`src/rtl/ft_boot_recovery_ctrl.sv`:
```
// Boot / fault-recovery sequencer: IMEM load, BIST window, flush, then RUN with fault triage.
// Optional macro FTC_SERR_RELOAD_EN: a single-bit error count >= SERR_LIMIT in RUN forces a reload.
module ft_boot_recovery_ctrl #(
    parameter int unsigned IMEM_WORDS   = 1024,
    parameter int unsigned IMEM_BASE    = 0,
    parameter int unsigned BIST_CYCLES  = 64,
    parameter int unsigned FLUSH_CYCLES = 4,
    parameter int unsigned MAX_RELOADS  = 3,
    parameter int unsigned SERR_LIMIT   = 16,
    localparam int unsigned RCW = (MAX_RELOADS > 0) ? $clog2(MAX_RELOADS + 1) : 1
) (
    input  logic           clk,
    input  logic           rst,
    input  logic           ld_valid,
    output logic           ld_ready,
    input  logic [31:0]    ld_data,
    input  logic           ld_last,
    output logic           imem_we,
    output logic [31:0]    imem_waddr,
    output logic [31:0]    imem_wdata,
    output logic           loader_done,
    output logic           pipe_rst,
    output logic           test_en,
    input  logic           s_err_imem,
    input  logic           s_err_dmem,
    input  logic           d_err_imem,
    input  logic           d_err_dmem,
    input  logic           hardware_fault_flag,
    input  logic           mux_error_flag,
    output logic [2:0]     state,
    output logic [15:0]    serr_count,
    output logic [RCW-1:0] reload_count,
    output logic           load_ovf,
    output logic           fatal
);

    localparam int unsigned IDXW   = (IMEM_WORDS > 1) ? $clog2(IMEM_WORDS) : 1;
    localparam int unsigned TMAX   = (BIST_CYCLES > FLUSH_CYCLES) ? BIST_CYCLES : FLUSH_CYCLES;
    localparam int unsigned TMW    = $clog2(TMAX + 1);

    typedef enum logic [2:0] {
        S_LOAD  = 3'd0,
        S_BIST  = 3'd1,
        S_FLUSH = 3'd2,
        S_RUN   = 3'd3,
        S_FAIL  = 3'd4
    } state_t;

    state_t          cur, nxt;
    logic [IDXW-1:0] idx;
    logic [TMW-1:0]  tmr;
    logic            hs, idx_end, serr_evt, reload_req, can_reload;
    logic [16:0]     serr_sum;

    assign hs         = ld_valid & ld_ready;
    assign idx_end    = (idx == IDXW'(IMEM_WORDS - 1));
    assign can_reload = (reload_count != RCW'(MAX_RELOADS));
    assign state      = cur;

`ifdef FTC_SERR_RELOAD_EN
    assign serr_evt = (serr_count >= 16'(SERR_LIMIT));
`else
    assign serr_evt = 1'b0;
`endif

    // A double-bit IMEM error outranks the error-count trigger; both share the reload budget.
    assign reload_req = (cur == S_RUN) && (d_err_imem || serr_evt);

    always_ff @(posedge clk) begin
        if (rst) cur <= S_LOAD;
        else     cur <= nxt;
    end

    always_comb begin
        nxt = cur;
        case (cur)
            S_LOAD:  if (hs && (ld_last || idx_end)) nxt = S_BIST;
            S_BIST: begin
                if (hardware_fault_flag)                   nxt = S_FAIL;
                else if (tmr == TMW'(BIST_CYCLES - 1))     nxt = S_FLUSH;
            end
            S_FLUSH: if (tmr == TMW'(FLUSH_CYCLES - 1))   nxt = S_RUN;
            S_RUN: begin
                if (reload_req)                            nxt = can_reload ? S_LOAD : S_FAIL;
                else if (hardware_fault_flag)              nxt = S_BIST;
                else if (d_err_dmem || mux_error_flag)     nxt = S_FLUSH;
            end
            S_FAIL:  nxt = S_FAIL;
            default: nxt = S_FAIL;
        endcase
    end

    always_comb begin
        ld_ready    = 1'b0;
        pipe_rst    = 1'b1;
        test_en     = 1'b0;
        loader_done = 1'b0;
        fatal       = 1'b0;
        case (cur)
            S_LOAD:  ld_ready = 1'b1;
            S_BIST: begin
                pipe_rst = 1'b0;
                test_en  = 1'b1;
            end
            S_FLUSH: loader_done = 1'b1;
            S_RUN: begin
                pipe_rst    = 1'b0;
                loader_done = 1'b1;
            end
            S_FAIL:  fatal = 1'b1;
            default: fatal = 1'b1;
        endcase
    end

    assign serr_sum = {1'b0, serr_count} + 17'(s_err_imem) + 17'(s_err_dmem);

    always_ff @(posedge clk) begin
        if (rst) begin
            imem_we      <= 1'b0;
            imem_waddr   <= 32'(IMEM_BASE);
            imem_wdata   <= '0;
            idx          <= '0;
            tmr          <= '0;
            serr_count   <= '0;
            reload_count <= '0;
            load_ovf     <= 1'b0;
        end else begin
            imem_we <= hs;
            if (hs) begin
                imem_waddr <= 32'(IMEM_BASE) + (32'(idx) << 2);
                imem_wdata <= ld_data;
                idx        <= (ld_last || idx_end) ? '0 : idx + 1'b1;
                if (idx_end && !ld_last) load_ovf <= 1'b1;
            end
            // Timer restarts on every state change so each window counts from zero.
            if (nxt != cur)                            tmr <= '0;
            else if (cur == S_BIST || cur == S_FLUSH)  tmr <= tmr + 1'b1;
            if (reload_req && can_reload) reload_count <= reload_count + 1'b1;
            if (cur == S_RUN && !d_err_imem && serr_evt) serr_count <= '0;
            else serr_count <= serr_sum[16] ? 16'hFFFF : serr_sum[15:0];
        end
    end

endmodule

```
`config.mk`:
```
export PLATFORM = sky130hd
export DESIGN_NAME = ft_boot_recovery_ctrl
export DESIGN_NICKNAME = d
export VERILOG_FILES = /design/src/rtl/ft_boot_recovery_ctrl.sv
export SDC_FILE = /design/constraint.sdc
export NUM_CORES = 1
export LEC_CHECK = 0
export CORE_AREA = 5 5 97 99
export DETAILED_ROUTE_END_ITERATION = 10
export DIE_AREA = 0 0 102 104
export MAX_ROUTING_LAYER = met4
export PLACE_DENSITY_LB_ADDON = 0.3
export SYNTH_ARGS = -nofsm -noshare
export SYNTH_HDL_FRONTEND = slang
export SYNTH_SLANG_ARGS = --single-unit
```
`constraint.sdc`:
```
create_clock -name clk -period 2.8 [get_ports clk]
set_input_delay 0.84 -clock clk [delete_from_list [all_inputs] [get_ports clk]]
set_output_delay 0.84 -clock clk [all_outputs]
set_load 0.01 [all_outputs]
```
==> Implementation_results.wiki, run 1 <==
{| class="wikitable"
! Metric !! Value
|-
| CTS resizes || 0
|-
| GP Congestion || 0.784
|-
| Status || complete, no violations
|-
| Clock Tree Root || clkbuf_8
|-
| Slew at the pin with the worst max-slew slack || 0.570 ns
|-
| # IOs || 134
|-
| Die Area || 10,600 sq um
|-
| Fin Setup TNS || 0 ns
|-
| Post-detailed-route count of antenna-violating nets || 0
|-
| Number of unique standard cell types used by synthesis || 42
|-
| Total number of placement rows || 34
|-
| Share of post-route cells with drive strength above 1 || 8.51%
|-
| Max incr delay on CP || 0.47 ns
|-
| Arrival @ worst endpoint || 2.94 ns
|-
| Starting density of the core || 42.5%
|-
| Number of clock sinks seen by CTS || 82
|-
| Ratio of total power to cell area || 491 nW/um^2
|-
| Maximum number of pins on one net before global-route repair || 42
|-
| Flip-flop and latch count after synthesis || 82
|-
| Relative slew slack || 61.9%
|-
| Initial antenna violation count || 0
|-
| Endpoints failing hold || 0
|-
| Insertion delay to the later sink of the worst-skew pair || 0.34 ns
|-
| Min Tclk post-route || 2.67 ns
|-
| Setup-failing EPs final || 0
|-
| Via count of the routed design || 3,246
|-
| Maximum frequency from static timing analysis || 374 MHz
|-
| Critical path data required time || 3.07 ns
|-
| Post-layout util || 59.1%
|-
| First-pass detailed-route iteration total || 5
|-
| ANT cells || 0
|-
| Port buffer count || 111
|-
| Max cap viols || 0
|-
| Number of nets at the end of the flow || 606
|-
| Via density || 4.83
|-
| Portion of the post-synthesis area used by sequential elements || 45.6%
|-
| Synth-to-layout area growth || 39.0%
|-
| Detailed-route DRC error count || 0
|-
| Slowest library cell on the worst path || clkdlybuf4s50_1
|-
| First-pass GRT wire length || 15,000 um
|-
| Power Total || 2460 uW
|-
| Crit start category || input port
|-
| Capturing element type of the critical path || flip-flop
|-
| Final Slew Violations || 0
|-
| Final cell area excluding filler cells || 5000 sq um
|-
| Period Utilization, post-route || 95.4%
|-
| Deepest level of the CTS H-tree || 3
|-
| Placeable Area || 8470 sq um
|-
| Leakage power figure || 0.00190 uW
|-
| Clk pin slew, worst setup/hold paths || 0.08 ns
|-
| Number of global-route vias before repair || 3,178
|-
| Die Y || 104 um
|-
| Die outline width || 102 um
|-
| Crit path cell chain || clkdlybuf4s50_1 -> inv_1 -> fa_1 -> inv_1 -> ha_1 -> nand2_1 -> nor4_2 -> buf_4 -> nand3_1 -> buf_4 -> a21oi_1
|-
| Synthesized area || 3600 sq um
|-
| Detailed-route wire length || 8990 um
|-
| Average size of a mapped cell || 8.13 sq um
|-
| Routed wirelength normalized by instance count || 13.4 um
|-
| Skew final || 0.00876 ns
|-
| DP HPWL || 6570 um
|-
| Worst VDD drop || 273 uV
|-
| Synthesis warning total || 0
|-
| Unrepaired setup endpoints after global routing || no
|-
| Number of DRC violations after detailed-routing iteration 0 || 80
|-
| Category of the most critical setup path || in2reg
|-
| CP max FO || 7
|-
| All-Layer GR Usage || 17.6%
|-
| Total clock buffers created by CTS || 9
|-
| Total placed instance area || 4790 sq um
|-
| Aggregate global routing overflow || 0
|-
| Number of instances in the synthesized netlist || 443
|-
| Worst min-delay path class || reg2reg
|-
| Hold buffer count at cts || 0
|-
| Max Buffers Root-to-Sink || 2
|-
| Clock tree from TritonCTS || built
|}
placed cells by master, fill, tap and decap left out, types with 2 or more instances in the layout:
cell type and n:
clkdlybuf4s50_1 110, nand2_1 103, dfxtp_1 82, a21oi_1 69, nor2_1 27, conb_1 22, buf_4 20, xor2_1 16
nand3_1 14, inv_1 11, xnor2_1 9, clkbuf_8 9, nor3_1 8, and3_1 6, nand4_1 5, nor2b_1 4
nor4b_1 4, ha_1 4, o21ai_0 3, a31oi_1 3, nor4_2 2, and2_1 2, nor3b_1 2, a211oi_1 2
nor4_1 2, clkinv_2 2, clkinv_4 2
final timing paths:
| kind | slack, ns | from | to | cells after the start |
|---|---|---|---|---|
| setup / recovery | 0.13 | s_err_imem | serr_count[7] | 11 |
| hold reg to reg | 0.46 | imem_wdata[10] | imem_wdata[10] | 2 |
| hold / removal | 0.46 | imem_wdata[10] | imem_wdata[10] | 2 |
| setup reg to reg | 0.78 | idx[0] | idx[9] | 6 |
cell type report:
cell class / instances / area (sq um)
timing repair buffer: 131 / 1260
clock inverter: 7 / 77.6
multi-input combinational: 323 / 1720
sequential: 82 / 1640
fill: 780 / 3460
tap: 108 / 135
clock buffer: 9 / 124
inverter: 12 / 45.0
layer usage:
metal / vias to the layer above / GRT usage [%] / part of all wire [%]
met4: 0 / 4.78 / 1.0
met3: 9 / 5.97 / 7.3
met5: - / - / 0
li1: 1657 / - / -
met2: 86 / 28.6 / 50
met1: 1494 / 20.8 / 42
synthesized netlist by cell type:
master / number / area (sq um)
nor3b_1: 2 / 15.0
nor4_1: 2 / 12.5
and3_1: 6 / 37.5
nor4_2: 2 / 25.0
conb_1: 1 / 3.75
nand4_1: 5 / 31.3
nor4b_2: 2 / 30.0
nor3_1: 8 / 40.0
mux2_2: 1 / 11.3
a32oi_1: 1 / 8.76
a21o_1: 1 / 7.51
buf_6: 2 / 22.5
a31oi_1: 3 / 18.8
buf_4: 22 / 165
nand2_1: 103 / 387
dfxtp_1: 82 / 1640
nor2b_1: 4 / 25.0
fa_1: 1 / 20.0
a221o_1: 1 / 10.0
clkbuf_1: 20 / 75.1
inv_2: 1 / 3.75
nor2_1: 27 / 101
nand4_2: 1 / 12.5
o21bai_1: 1 / 7.51
o21ai_0: 3 / 15.0
xor2_1: 16 / 140
buf_2: 3 / 15.0
nand3_1: 14 / 70.1
inv_1: 11 / 41.3
o31ai_2: 1 / 12.5
a211oi_1: 2 / 15.0
or2_2: 1 / 6.26
xnor2_1: 9 / 78.8
o2111ai_1: 1 / 8.76
nor3b_2: 1 / 12.5
ha_1: 4 / 50.1
or4_4: 1 / 11.3
or4_1: 1 / 7.51
a21oi_1: 69 / 345
nor4b_1: 4 / 35.0
and2_1: 2 / 12.5
mux2i_1: 1 / 10.0
registers in the layout, indices dropped and copies added, names as in the netlist, 2 cells and up:
name          count
imem_wdata       32
tmr               7
state             3
reload_count      2
imem_waddr       10
idx              10
serr_count       16
power breakdown:
part	internal, uW	leakage [uW]	switching [uW]
logic	179	0.00113	178
clock network	422	0.000105	448
registers	1210	0.000667	23.1
total	1810	0.00190	650
per-stage QoR:
stage	setup WS [ns]	hold WS (ns)	instances
after floorplan	0.174	0.455	464
final	0.129	0.456	672
after CTS	0.126	0.457	671
after detailed placement	-0.217	0.447	655
after global placement	-0.138	0.441	655
after global routing	0.000645	0.475	672
worst max-delay path, delay by kind of cell:
| kind | cells | cell delay (ns) |
|---|---|---|
| buffers and inverters | 5 | 0.96 |
| AO/OA/AOI/OAI | 1 | 0.12 |
| AND/OR/NAND/NOR | 3 | 0.43 |
| adder cells (fa/ha/maj) | 2 | 0.59 |
kinds of logic after synthesis:
logic type / after synthesis / share of synthesized area (%)
xor+xnor: 25 / 6.08
compound gates: 83 / 12.5
buf+inv: 59 / 8.97
other cells: 1 / 0.104
simple gates: 186 / 24.2
mux: 2 / 0.591
fa+ha+maj: 5 / 1.95
flops: 82 / 45.6
what timing repair did:
item / CTS / global route
setup buffers: 0 / 1
setup endpoints to repair: 0 / 1
endpoints found under the hold margin: 0 / 0
Power figures use the tool's default switching activity.
==> inputs of run 2 (changes only) <==
CTS_CLUSTER_SIZE = 14   (was not set)
clock period = 3 ns   (was 2.8 ns; I/O delays follow)
==> run 2 against run 1 <==
Net effect: worst setup slack better by 0.14 ns; sequential power down 7%; sequential share of layout area up 0.37 points; clock skew down 0.00061 ns; global-route usage down 0.18 points; critical endpoint is now loader_done; highest routed layer unchanged.
==> Implementation_results.wiki, run 2 (synthesis results as in run 1) <==
{| class="wikitable"
! Metric !! Value
|-
| Die outline width || 102 um
|-
| Post-detailed-route count of antenna-violating nets || 0
|-
| CP max FO || 14
|-
| Total number of placement rows || 34
|-
| ANT cells || 0
|-
| Total clock buffers created by CTS || 9
|-
| Aggregate global routing overflow || 0
|-
| Die Y || 104 um
|-
| Worst min-delay path class || reg2reg
|-
| First-pass GRT wire length || 14,600 um
|-
| Die Area || 10,600 sq um
|-
| Detailed-route DRC error count || 0
|-
| Number of DRC violations after detailed-routing iteration 0 || 105
|-
| Flip-flop count of the largest register after layout || 32
|-
| Clk pin slew, worst setup/hold paths || 0.08 ns
|-
| Biggest registers after layout || imem_wdata x32, serr_count x16
|-
| Hold buffer count at cts || 0
|-
| Crit start category || flip-flop
|-
| Detailed-route wire length || 8950 um
|-
| Routed wirelength normalized by instance count || 13.5 um
|-
| Final Slew Violations || 0
|-
| Port buffer count || 111
|-
| GP Congestion || 0.801
|-
| DP HPWL || 6550 um
|-
| Most frequent cells in the layout || clkdlybuf4s50_1, nand2_1, dfxtp_1
|-
| Synth-to-layout area growth || 37.4%
|-
| Skew final || 0.00815 ns
|-
| Max cap viols || 0
|-
| Initial antenna violation count || 0
|-
| Worst VDD drop || 289 uV
|-
| Leading cell type in the layout, fill and taps excluded || clkdlybuf4s50_1
|-
| Number of clock sinks seen by CTS || 82
|-
| Min Tclk post-route || 2.73 ns
|-
| Status || complete, no violations
|-
| Final cell area excluding filler cells || 4950 sq um
|-
| Share of post-route cells with drive strength above 1 || 7.19%
|-
| Period Utilization, post-route || 91.1%
|-
| Arrival @ worst endpoint || 1.83 ns
|-
| Number of nets at the end of the flow || 600
|-
| Clock Tree Root || clkbuf_8
|-
| Endpoints failing hold || 0
|-
| Most flops, register || imem_wdata
|-
| Leakage power figure || 0.00186 uW
|-
| Max Buffers Root-to-Sink || 2
|-
| CTS resizes || 0
|-
| Slew at the pin with the worst max-slew slack || 0.549 ns
|-
| Ratio of total power to cell area || 457 nW/um^2
|-
| Insertion delay to the later sink of the worst-skew pair || 0.35 ns
|-
| Critical path data required time || 2.10 ns
|-
| Capturing element type of the critical path || primary output
|-
| Deepest level of the CTS H-tree || 3
|-
| Via density || 4.92
|-
| Cell count after placement || 650
|-
| Relative slew slack || 63.2%
|-
| Via count of the routed design || 3,267
|-
| Category of the most critical setup path || reg2out
|-
| Post-route insts no fill || 664
|-
| Maximum frequency from static timing analysis || 366 MHz
|-
| Clock tree from TritonCTS || built
|-
| Number of global-route vias before repair || 3,077
|-
| Post-CTS Setup Inserts || 0
|-
| Starting density of the core || 42.5%
|-
| # IOs || 134
|-
| First-pass detailed-route iteration total || 4
|-
| All-Layer GR Usage || 17.5%
|-
| Total placed instance area || 4760 sq um
|-
| Unrepaired setup endpoints after global routing || no
|-
| Setup-failing EPs final || 0
|-
| Placeable Area || 8470 sq um
|-
| Maximum number of pins on one net before global-route repair || 30
|}
## run 2: cell types whose count changed in the layout (fill, tap and decap cells not counted), sizes merged
cell / previous run / this run
clkinv: 4 / 1
buf: 21 / 15
clkbuf: 9 / 10
inv: 14 / 12
clkinvlp: 0 / 2
## run 2: layout make-up
type	instances	area [sq um]
clock buffers	10	138
multi-input cells	323	1720
fillers	788	3520
inverters	12	45.0
flip-flops and latches	82	1640
clock inverters	4	53.8
well taps	108	135
repair buffers	125	1210
## run 2: final timing paths
path	startpoint	slack [ns]	end	cells past startpoint
worst max-delay path	state[1]	0.27	loader_done	2
worst min-delay path	imem_waddr[10]	0.46	imem_waddr[10]	2
worst max register to register	state[1]	0.95	idx[9]	5
worst min register to register	imem_waddr[10]	0.46	imem_waddr[10]	2
## run 2: worst max-delay path, cell delays in order, from the launching register on
cell and delay, ns:
dfxtp_1 0.67, nor2b_1 0.25, clkdlybuf4s50_1 0.56
## run 2: stage by stage
stage	total power, uW	TNS, ns	hold WS, ns	utilization (%)	setup slack, ns
after detailed placement	1500	-0.857	0.447	56.2	-0.0772
after floorplan	1350	0	0.455	-	0.314
after CTS	2290	0	0.459	58.4	0.247
after global routing	2370	0	0.475	58.4	0.142
after global placement	1500	0	0.441	56.2	0.00325
final	2260	0	0.455	58.4	0.266
## run 2: where the power goes
group | total, uW | internal [uW] | switching [uW]
Combinational | 329 | 165 | 165
Clock | 781 | 399 | 382
Sequential | 1150 | 1130 | 22.6
## run 2: routing by layer
layer	up-vias	part of all wire, %	track usage, %
li1	1647	-	-
met1	1497	42	21.2
met2	112	49	27.8
met3	11	7.0	4.76
met4	0	1.6	6.00
met5	-	0	-
==> inputs of run 3 (changes only) <==
==> constraint.sdc (replaced) <==
create_clock -name clk -period 3 [get_ports clk]
set_input_delay 0.3 -clock clk [delete_from_list [all_inputs] [get_ports clk]]
set_output_delay 0.3 -clock clk [all_outputs]
set_load 0.01 [all_outputs]
==> run 3 against run 2 <==
Net effect: maximum frequency is 15% higher; final cell count is 0.75% lower; clock-buffer cell count stayed put; utilization is 0.55 points lower; design area is 0.94% lower; clock power is 4.6% lower; non-clock buffer count is 7 lower; combinational power is 3% lower; largest power group unchanged.
==> Implementation_results.wiki, run 3 (synthesis results as in run 1) <==
{| class="wikitable"
! Metric !! Value
|-
| Combinational share of power || 14.4%
|-
| Final Slew Violations || 0
|-
| Max cap viols || 0
|-
| Number of nets at the end of the flow || 593
|-
| CTS resizes || 0
|-
| Min Tclk post-route || 2.38 ns
|-
| Number of global-route vias before repair || 3,020
|-
| Routed wirelength normalized by instance count || 13.3 um
|-
| Clock Tree Root || clkbuf_8
|-
| Critical Path End || test_en
|-
| Worst VDD drop || 329 uV
|-
| Die Y || 104 um
|-
| Worst min-delay path class || reg2reg
|-
| Period Utilization, post-route || 79.3%
|-
| Die Area || 10,600 sq um
|-
| Share of post-route cells with drive strength above 1 || 6.35%
|-
| Power share of the clock group || 33.6%
|-
| Switching part of the total || 27.1%
|-
| Skew final || 0.0140 ns
|-
| Endpoint of the most critical register-to-register path || serr_count[7]
|-
| CP max FO || 12
|-
| Total number of placement rows || 34
|-
| Slowest library cell on the worst path || dfxtp_1
|-
| Maximum number of pins on one net before global-route repair || 40
|-
| Via density || 4.91
|-
| Int Power || 1620 uW
|-
| Fin Setup TNS || 0 ns
|-
| Status || complete, no violations
|-
| Logic depth of the worst setup path including buffers || 4
|-
| Capturing element type of the critical path || primary output
|-
| Detailed-route DRC error count || 0
|-
| Aggregate global routing overflow || 0
|-
| Maximum frequency from static timing analysis || 420 MHz
|-
| Crit path cell chain || nor2b_1 -> inv_2 -> nor2_1 -> clkdlybuf4s50_1
|-
| Max incr delay on CP || 0.63 ns
|-
| Register-to-register path setup slack || 0.91 ns
|-
| First-pass detailed-route iteration total || 4
|-
| Post-CTS Setup Inserts || 0
|-
| Number of clock sinks seen by CTS || 82
|-
| Power Total || 2220 uW
|-
| Via count of the routed design || 3,238
|-
| CP delay by family, top || buffers and inverters
|-
| GP Congestion || 0.847
|-
| Synth-to-layout area growth || 36.1%
|-
| Relative slew slack || 57.9%
|-
| Leakage power figure || 0.00182 uW
|-
| Area of the multi-input gates || 1720 sq um
|-
| Buffer and inverter count on the worst path || 2
|-
| R2R depth || 9
|-
| Insertion delay to the later sink of the worst-skew pair || 0.35 ns
|-
| Category of the most critical setup path || reg2out
|-
| Initial antenna violation count || 0
|-
| Endpoints failing hold || 0
|-
| Critical path data required time || 2.70 ns
|-
| Deepest level of the CTS H-tree || 3
|-
| Most flops, register || imem_wdata
|-
| Starting density of the core || 42.5%
|-
| ANT cells || 0
|-
| Sequential cell fraction of total power || 52.0%
|-
| Post-detailed-route count of antenna-violating nets || 0
|-
| Area taken by flip-flops and latches || 1640 sq um
|-
| Die outline width || 102 um
|-
| Setup-failing EPs final || 0
|-
| All-Layer GR Usage || 16.8%
|-
| Clock tree from TritonCTS || built
|-
| Ratio of total power to cell area || 453 nW/um^2
|-
| Biggest registers after layout || imem_wdata x32, serr_count x16
|-
| Slew at the pin with the worst max-slew slack || 0.630 ns
|-
| Sw Pwr || 601 uW
|-
| Arrival @ worst endpoint || 2.08 ns
|-
| Detailed-route wire length || 8770 um
|-
| Placeable Area || 8470 sq um
|-
| Crit start category || flip-flop
|-
| Port buffer count || 111
|-
| FILL cells || 788
|-
| Total clock buffers created by CTS || 9
|-
| Most frequent cells in the layout || clkdlybuf4s50_1, nand2_1, dfxtp_1
|-
| Max Buffers Root-to-Sink || 2
|-
| Hold buffer count at cts || 0
|-
| Clk pin slew, worst setup/hold paths || 0.09 ns
|-
| Number of DRC violations after detailed-routing iteration 0 || 87
|-
| Post-layout util || 57.9%
|-
| Flip-flop count of the largest register after layout || 32
|-
| Worst setup path startpoint || state[0]
|-
| First-pass GRT wire length || 14,300 um
|-
| Unrepaired setup endpoints after global routing || no
|-
| # IOs || 134
|-
| Source of the worst register-to-register timing path || serr_count[0]
|-
| Leading cell type in the layout, fill and taps excluded || clkdlybuf4s50_1
|-
| DP HPWL || 6360 um
|}
## run 3: cell count changes in the layout (fill, tap and decap cells not counted), sizes merged
cell	change
buf	-7
bufinv	-1
clkinv	-1
clkinvlp	+2
inv	+2
## run 3: worst min path at each step
stage,start,to,depth (start not counted),slack [ns]
floorplan,ld_data[0],imem_wdata[0],2,0.44
global placement,imem_wdata[14],imem_wdata[14],2,0.44
detailed placement,imem_wdata[28],imem_wdata[28],2,0.45
CTS,rst,tmr[0],5,0.45
global route,imem_wdata[28],imem_wdata[28],2,0.47
finish,imem_wdata[28],imem_wdata[28],2,0.46
## run 3: per-stage QoR
step                      std cells  area, sq um  setup slack (ns)  hold WS, ns
after floorplan                 464         3680             0.889        0.436
after global placement          643         4720             0.501        0.441
after detailed placement        643         4720             0.421        0.446
after CTS                       659         4900             0.592        0.452
after global routing            659         4900             0.437        0.472
final                           659         4900             0.620        0.456
## run 3: final cells by class
type	instances	area share (%)
Clock inverter	6	0.970
Timing Repair Buffer	118	23.9
Multi-Input combinational cell	323	35.2
Inverter	12	0.919
Clock buffer	10	2.81
Tap cell	108	2.76
Sequential cell	82	33.5
## run 3: metal layers
metal,up-vias,GRT usage (%),part of all wire [%]
li1,1636,-,-
met1,1502,19.9,42
met2,87,27.1,50
met3,13,4.83,6.7
met4,0,5.53,1.6
met5,-,-,0
## run 3: power groups by stage
| stage | Sequential (uW) | Clock, uW | Combinational (uW) |
|---|---|---|---|
| final | 1150 | 745 | 319 |
| after global routing | 1160 | 812 | 348 |
| after CTS | 1150 | 769 | 322 |
| after detailed placement | 1180 | 0 | 320 |
| after global placement | 1180 | 0 | 316 |
| after floorplan | 1190 | 0 | 161 |
## run 3: worst min-delay path, stage by stage (launching register included)
cell,delay (ns)
dfxtp_1,0.31
nand2_1,0.05
a21oi_1,0.05
